**config.mk**
```make
export PLATFORM = sky130hd
export DESIGN_NAME = kronos_exwb_trace
export DESIGN_NICKNAME = d
export VERILOG_FILES = /design/src/rtl/kronos_exwb_trace.sv
export SDC_FILE = /design/constraint.sdc
export NUM_CORES = 1
export LEC_CHECK = 0
export CELL_PAD_IN_SITES_DETAIL_PLACEMENT = 0
export CELL_PAD_IN_SITES_GLOBAL_PLACEMENT = 1
export CORE_ASPECT_RATIO = 0.8
export CORE_MARGIN = 2
export CORE_UTILIZATION = 25
export CTS_BUF_LIST = sky130_fd_sc_hd__clkbuf_8 sky130_fd_sc_hd__clkbuf_16
export DETAILED_ROUTE_END_ITERATION = 16
export DONT_BUFFER_PORTS = 1
export PLACE_DENSITY = 0.52
export SLEW_MARGIN = 20
export SYNTH_ARGS = -nofsm -noshare
export SYNTH_HDL_FRONTEND = slang
export SYNTH_SLANG_ARGS = --single-unit
```
**constraint.sdc**
```tcl
create_clock -name clk -period 8.9 [get_ports clk]
set_input_delay 1.78 -clock clk [delete_from_list [all_inputs] [get_ports clk]]
set_output_delay 1.78 -clock clk [all_outputs]
set_load 0.02 [all_outputs]
```
**src/rtl/kronos_exwb_trace.sv**
```systemverilog
// Passive execute->writeback trace tap: captures retiring EX records into a
// small FIFO with sticky overflow and a saturating drop counter.
package kronos_types;
    typedef struct packed {
        logic [31:0] pc;
        logic [31:0] result1;
        logic [4:0]  rd;
        logic        rd_write;
        logic        is_illegal;
        logic        ecall;
        logic        ebreak;
        logic        ret;
        logic        wfi;
        logic        csr;
        logic        ld;
        logic        st;
    } pipeEXWB_t;
endpackage

module kronos_exwb_trace
    import kronos_types::*;
#(
    parameter int DEPTH = 8
) (
    input  logic                       clk,
    input  logic                       rst,
    input  pipeEXWB_t                  execute,
    input  logic                       execute_vld,
    input  logic                       execute_rdy,
    input  logic                       trace_en,
    input  logic                       trace_clr,
    output logic                       trace_vld,
    input  logic                       trace_rdy,
    output logic [71:0]                trace_data,
    output logic [$clog2(DEPTH):0]     trace_level,
    output logic                       trace_ovf,
    output logic [7:0]                 trace_drops
);
    localparam int AW = $clog2(DEPTH);
    localparam logic [AW:0] FULL_LVL = (AW+1)'(DEPTH);
    localparam logic [AW:0] PTR_ONE  = (AW+1)'(1);

    logic [71:0]   mem [DEPTH];
    logic [71:0]   head_data;
    logic [AW:0]   wptr;
    logic [AW:0]   rptr;
    logic          ovf;
    logic [7:0]    drops;

    logic          fire;
    logic          pop;
    logic          full;
    logic          push;
    logic          drop;
    logic [2:0]    kind;
    logic [4:0]    rd_field;
    logic [71:0]   entry;
    logic [AW-1:0] rd_addr;

    always_comb begin
        kind = 3'd0;
        if (execute.is_illegal)                kind = 3'd7;
        else if (execute.ecall)                kind = 3'd6;
        else if (execute.ebreak)               kind = 3'd5;
        else if (execute.ret || execute.wfi)   kind = 3'd4;
        else if (execute.csr)                  kind = 3'd3;
        else if (execute.ld)                   kind = 3'd2;
        else if (execute.st)                   kind = 3'd1;
    end

    assign rd_field = execute.rd_write ? execute.rd : 5'd0;
    assign entry    = {execute.pc, execute.result1, rd_field, kind};

    assign trace_level = wptr - rptr;
    assign trace_vld   = (wptr != rptr);
    assign full        = (trace_level == FULL_LVL);
    assign fire        = execute_vld && execute_rdy && trace_en;
    assign pop         = trace_vld && trace_rdy;
    // A pop in the same cycle frees the slot, so a full FIFO still accepts.
    assign push        = fire && (!full || pop) && !trace_clr;
    assign drop        = fire && full && !pop;

    always_ff @(posedge clk or posedge rst) begin
        if (rst) begin
            wptr  <= '0;
            rptr  <= '0;
            ovf   <= 1'b0;
            drops <= 8'd0;
        end else if (trace_clr) begin
            wptr  <= '0;
            rptr  <= '0;
            ovf   <= 1'b0;
            drops <= 8'd0;
        end else begin
            if (push) wptr <= wptr + PTR_ONE;
            if (pop)  rptr <= rptr + PTR_ONE;
            if (drop) begin
                ovf <= 1'b1;
                if (drops != 8'hFF) drops <= drops + 8'd1;
            end
        end
    end

    // Registered head read: look ahead to the next read pointer and bypass
    // the write when it targets that same slot (push into an emptying FIFO).
    assign rd_addr = pop ? rptr[AW-1:0] + AW'(1) : rptr[AW-1:0];

    always_ff @(posedge clk) begin
        if (push) mem[wptr[AW-1:0]] <= entry;
        if (push && (wptr[AW-1:0] == rd_addr)) head_data <= entry;
        else                                   head_data <= mem[rd_addr];
    end

    assign trace_data  = head_data;
    assign trace_ovf   = ovf;
    assign trace_drops = drops;
endmodule

```
==> flow_summary.toml, run 1 <==
[status]
status = "complete, no violations"

[timing]
tightest_slew_ps = 975
final.setup_skew_ps = 16.1
finalHoldViolations = 0
setup_violations = 0
tns_ps = 0
finalWorstSetupSlack_ps = 3960
slew_headroom_pct = 35.0
rsz0062_at_grt = "false"
fmax_mhz = 202
fin_crit_ps = 4940
post-route-period-util_pct = 55.5
maxSlewViolCount = 0

[cells_and_area]
syn2layout_area_growth_pct = 16.3
nFillCells = 8761
final_nets = 1112
fin_area_mm2 = 0.0265
finalNonFillerCells = 2286
drive_above_1_share_pct = 33.3

[global_route]
grtUsageTotal_pct = 10.8
grt_max_degree = 67
grt_pass1_wl_um = 73500
antenna_found_initial = 1
first_global_vias = 10674
grt_overflow_total = 0

[clocking]
cts_tree = "done"
clock-root-buffer = "clkbuf_16"
postCtsSetupBuffers = 0
cts_resized = 0
cts.sinks = 596
clock_latency_ps = 610
cts_buffers = 68
htreeDepth = 3
clk_pin_slew_ps = 50
hold_buffers = 0
clk_path_buf_depth = 3

[routing]
ant_nets = 0
routed_via_density = 4.29
met3_wirelength_um = 3210
top_layer = "met4"
avgRoutedWirePerCell_um = 22.1
vias = 9813
drc_errors = 0
drt_iter0_markers = 694
dr_wl_met2_um = 23200
drtPass1Iterations = 5
wl_um = 50500
drt-met1-wl_um = 22900

[critical_path]
crit_path_end_kind = "output pin"
cpLargestDelayFamily = "buffers and inverters"
cp_num_cells = 4
rr_startpoint = "wptr[0]"
critPathSlowestCell = "buf_4"
r2r_setup_slack_ps = 4540
critical-path-max-stage-delay_ps = 660
rr_endpoint = "mem[0][70]"
cp_num_buf_inv = 2
critPathCapture = "trace_data[49]"
crit_path_start_kind = "register"
required_ps = 7120
arrival_ps = 3160
criticalPathCategory = "reg2out"
ff2ff_path_depth = 10
worst-path-max-fanout = 35
cp_cell_sequence = "buf_16 -> buf_4 -> mux4_2 -> mux2_2"

[floorplan]
fp.dieArea_mm2 = 0.0937
io_pins = 171
num_rows = 99
start_util_pct = 25.1
die_y_um = 274
core_mm2 = 0.0908
die_w_um = 342

[yosys]
ys_ff_latch = 596
avgSynthCellArea_um2 = 23.4
syn_nets = 1065
synth_common_cells = "edfxtp_1 (576), mux4_2 (144), mux2_2 (72)"
synth_edf_count = 576
synth.most_common_cell = "edfxtp_1"
yosysTopAreaCell = "edfxtp_1"
ys_seq_area_share_pct = 78.0
synthDistinctLibCells = 48
syn_area_mm2 = 0.0228
async_flop_share_pct = 2.85
synth_top_cell_area_share_pct = 75.9
synth_area_leaders = "edfxtp_1 (76%), mux4_2 (14%), mux2_2 (3.6%), dfrtp_1 (1.9%), buf_2 (0.40%)"
syn_inst = 973
yosysWarnings = 0
ys.flop_type = "edfxtp_1"

[power_and_ir_drop]
p_leak_nw = 8.00
ir_worst_vdd_mv = 0.147
power_density_mw_per_mm2 = 245

[placement]
preCtsSetupSlack_ps = 4200
placedCellCount = 2161
place_hpwl_um = 26800
portBuffers = 0
place_congestion = 0.710
placed_cell_area_mm2 = 0.0243

[run]
cap_viol_max_count = 0

[hold_path]
hp-class = "reg2reg"
-- layout make-up --
type	count	area [um2]	share of cell area, %
inverter	12	45.0	0.170
tap	1212	1520	5.72
multi-input combinational	323	4830	18.2
clock inverter	51	384	1.45
timing repair buffer	19	175	0.661
clock buffer	71	1770	6.66
sequential	596	17800	67.1
antenna	2	5.00	0.0189
-- where the power goes --
part / internal, W / switching [W] / total (W)
clock network: 0.00156 / 0.00111 / 0.00267
logic: 0.000345 / 0.000367 / 0.000712
registers: 0.00309 / 0.0000264 / 0.00312
-- worst min-delay path by stage --
stage,startpoint,endpoint,slack [ps],cells past startpoint
after floorplan,rptr[2],register,480,1
after global placement,rptr[2],register,520,1
after detailed placement,rptr[2],register,520,1
after CTS,rptr[2],register,540,1
after global routing,rptr[2],register,550,1
final,rptr[2],register,530,1
-- cell families (layout without fill, tap and decap cells) --
family	Yosys count	after routing	synth area share, %
fa+ha+maj	7	7	0.417
other cells	0	2	0
flops	596	596	78.0
compound gates	28	28	0.823
buf+inv	54	153	0.988
mux	219	219	17.9
simple gates	63	63	1.60
xor+xnor	6	6	0.263
-- routing by layer --
layer | vias up | track usage, %
met5 | - | 0
li1 | 4228 | -
met4 | 0 | 3.45
met1 | 5294 | 14.6
met3 | 82 | 3.54
met2 | 209 | 16.6
-- state kept, by name, indices dropped and copies added, names as in the netlist, named ones only --
signal,count
trace_ovf,1
wptr,4
trace_drops,8
rptr,4
mem,576
-- placed cells by master (no fill, tap or decap), types with 2 or more instances in the layout --
cell type / synthesis / routed
a21oi_1: 10 / 10
and2_1: 10 / 10
and3_1: 2 / 2
and4_4: 0 / 3
buf_4: 0 / 17
bufinv_16: 0 / 4
clkbuf_16: 0 / 70
clkinv_1: 0 / 12
clkinv_2: 0 / 10
clkinv_4: 0 / 4
clkinvlp_4: 0 / 2
dfrtp_1: 17 / 17
dfxtp_4: 0 / 3
diode_2: 0 / 2
edfxtp_1: 576 / 576
ha_1: 6 / 6
inv_1: 12 / 23
inv_6: 0 / 7
mux2_2: 72 / 72
mux2i_1: 2 / 2
mux4_2: 144 / 144
nand2_1: 9 / 9
nand3_1: 7 / 7
nand4_1: 2 / 2
nor2_1: 11 / 10
nor3_1: 6 / 2
nor3_2: 0 / 4
o21a_1: 2 / 2
o21ai_0: 5 / 5
o31ai_1: 2 / 2
or3_1: 3 / 3
xnor2_1: 3 / 3
xor2_1: 2 / 2
-- per-stage QoR --
step / power, W / utilization, % / hold slack [ps]
finish: 0.00650 / 29.2 / 529
global route: 0.00677 / 29.2 / 549
CTS: 0.00662 / 29.2 / 537
detailed placement: 0.00391 / 26.8 / 523
global placement: 0.00390 / 26.8 / 519
floorplan: 0.00377 / - / 484
Note: power is estimated with default switching activity, not from simulation.
==> inputs of run 2 (changes only) <==
Settings changed: PLACE_DENSITY 0.52 to 0.53.
Clock period 8.9 ns to 4.18 ns, I/O delays scaled along.
==> flow_summary.toml, run 2 (same netlist as run 1, synthesis figures left out) <==
[critical_path]
ff2ff_path_depth = 9
arrival_ps = 2600
required_ps = 3340
rr_startpoint = "wptr[0]"
critPathCapture = "trace_data[55]"
crit_path_end_kind = "output pin"
crit_path_start_kind = "register"
r2r_setup_slack_ps = 750
worst-path-max-fanout = 40
criticalPathCategory = "reg2out"
rr_endpoint = "mem[6][38]"

[cells_and_area]
finalNonFillerCells = 2288
final_nets = 1116
syn2layout_area_growth_pct = 17.0
final_common_cell = "edfxtp_1"
nFillCells = 8719
drive_above_1_share_pct = 33.1
largest_reg_flops = 576
layout_common_cells = "edfxtp_1 (576), mux4_2 (144), mux2_2 (72), clkbuf_16 (68), inv_1 (25)"
antenna_cells = 0

[timing]
fin_crit_ps = 3430
tns_ps = 0
finalHoldViolations = 0
tightest_slew_ps = 702
post-route-period-util_pct = 82.1
maxSlewViolCount = 0
rsz0062_at_grt = "false"
fmax_mhz = 291
final.setup_skew_ps = 16.8
slew_headroom_pct = 53.1
setup_violations = 0

[floorplan]
fp.dieArea_mm2 = 0.0937
io_pins = 171
core_mm2 = 0.0908
die_y_um = 274
start_util_pct = 25.1
die_w_um = 342
num_rows = 99

[clocking]
postCtsSetupBuffers = 0
clock_latency_ps = 600
cts_resized = 0
hold_buffers = 0
cts_tree = "done"
cts_buffers = 66
clock-root-buffer = "clkbuf_16"
cts.sinks = 596
htreeDepth = 3
clk_pin_slew_ps = 60
clk_path_buf_depth = 3

[power_and_ir_drop]
p_leak_nw = 8.04
power_density_mw_per_mm2 = 512
ir_worst_vdd_mv = 0.250

[global_route]
first_global_vias = 10574
grt_pass1_wl_um = 73400
grtUsageTotal_pct = 10.8
antenna_found_initial = 1
grt_max_degree = 73
grt_overflow_total = 0

[routing]
drc_errors = 0
ant_nets = 0
vias = 9886
wl_um = 50200
drt_iter0_markers = 730
avgRoutedWirePerCell_um = 21.9
drtPass1Iterations = 7
routed_via_density = 4.32

[status]
status = "complete, no violations"

[placement]
portBuffers = 0
place_hpwl_um = 28300
place_congestion = 0.696
placedCellCount = 2168

[run]
cap_viol_max_count = 0

[hold_path]
hp-class = "in2async"
run 2: cell count changes in the layout (fill, tap and decap cells not counted), sizes merged:
cell      delta
diode        -2
inv          +3
clkbuf       -3
clkinvlp     -1
clkinv       +1
buf          +6
bufinv       -2
run 2: area by class of cell:
type | count | area [um2] | area share (%)
inverters | 12 | 45.0 | 0.169
flip-flops and latches | 596 | 17800 | 66.7
multi-input cells | 323 | 4880 | 18.3
clock inverters | 52 | 327 | 1.22
repair buffers | 25 | 413 | 1.55
well taps | 1212 | 1520 | 5.68
clock buffers | 68 | 1700 | 6.38
run 2: report_power, final:
| group | total, W | internal [W] | switching, W |
|---|---|---|---|
| logic | 0.00159 | 0.000763 | 0.000829 |
| registers | 0.00664 | 0.00658 | 0.0000537 |
| clock network | 0.00543 | 0.00309 | 0.00234 |
run 2: worst max-delay path, stage by stage (launching register included):
cell and delay, ps:
dfxtp_4 620, buf_12 360, mux4_2 560, mux2_2 370
run 2: worst min path at each step:
stage,startpoint,end,cells after the start
2_1_floorplan,rptr[2],register,1
3_3_place_gp,rptr[2],register,1
3_5_place_dp,rptr[2],register,1
4_1_cts,rst,rptr[0],1
5_1_grt,rst,trace_ovf,1
6_report,rst,trace_ovf,1
run 2: routing by layer:
metal / track usage, % / part of all wire, % / wire [um]
met1: 14.7 / 46 / 23200
met2: 16.1 / 45 / 22500
met3: 3.88 / 7.0 / 3540
met4: 3.30 / 2.0 / 993
met5: 0 / 0 / 0
run 2: stage by stage:
| stage | instance area [um2] | setup slack (ps) | utilization, % | hold WS [ps] | total power (W) |
|---|---|---|---|---|---|
| 2_1_floorplan | 22900 | 7.91 | - | 484 | 0.00804 |
| 3_3_place_gp | 24600 | 713 | 27.1 | 519 | 0.00842 |
| 3_5_place_dp | 24600 | 707 | 27.1 | 515 | 0.00841 |
| 4_1_cts | 26700 | 618 | 29.4 | 219 | 0.0139 |
| 5_1_grt | 26700 | 541 | 29.4 | 246 | 0.0142 |
| 6_report | 26700 | 749 | 29.4 | 228 | 0.0137 |
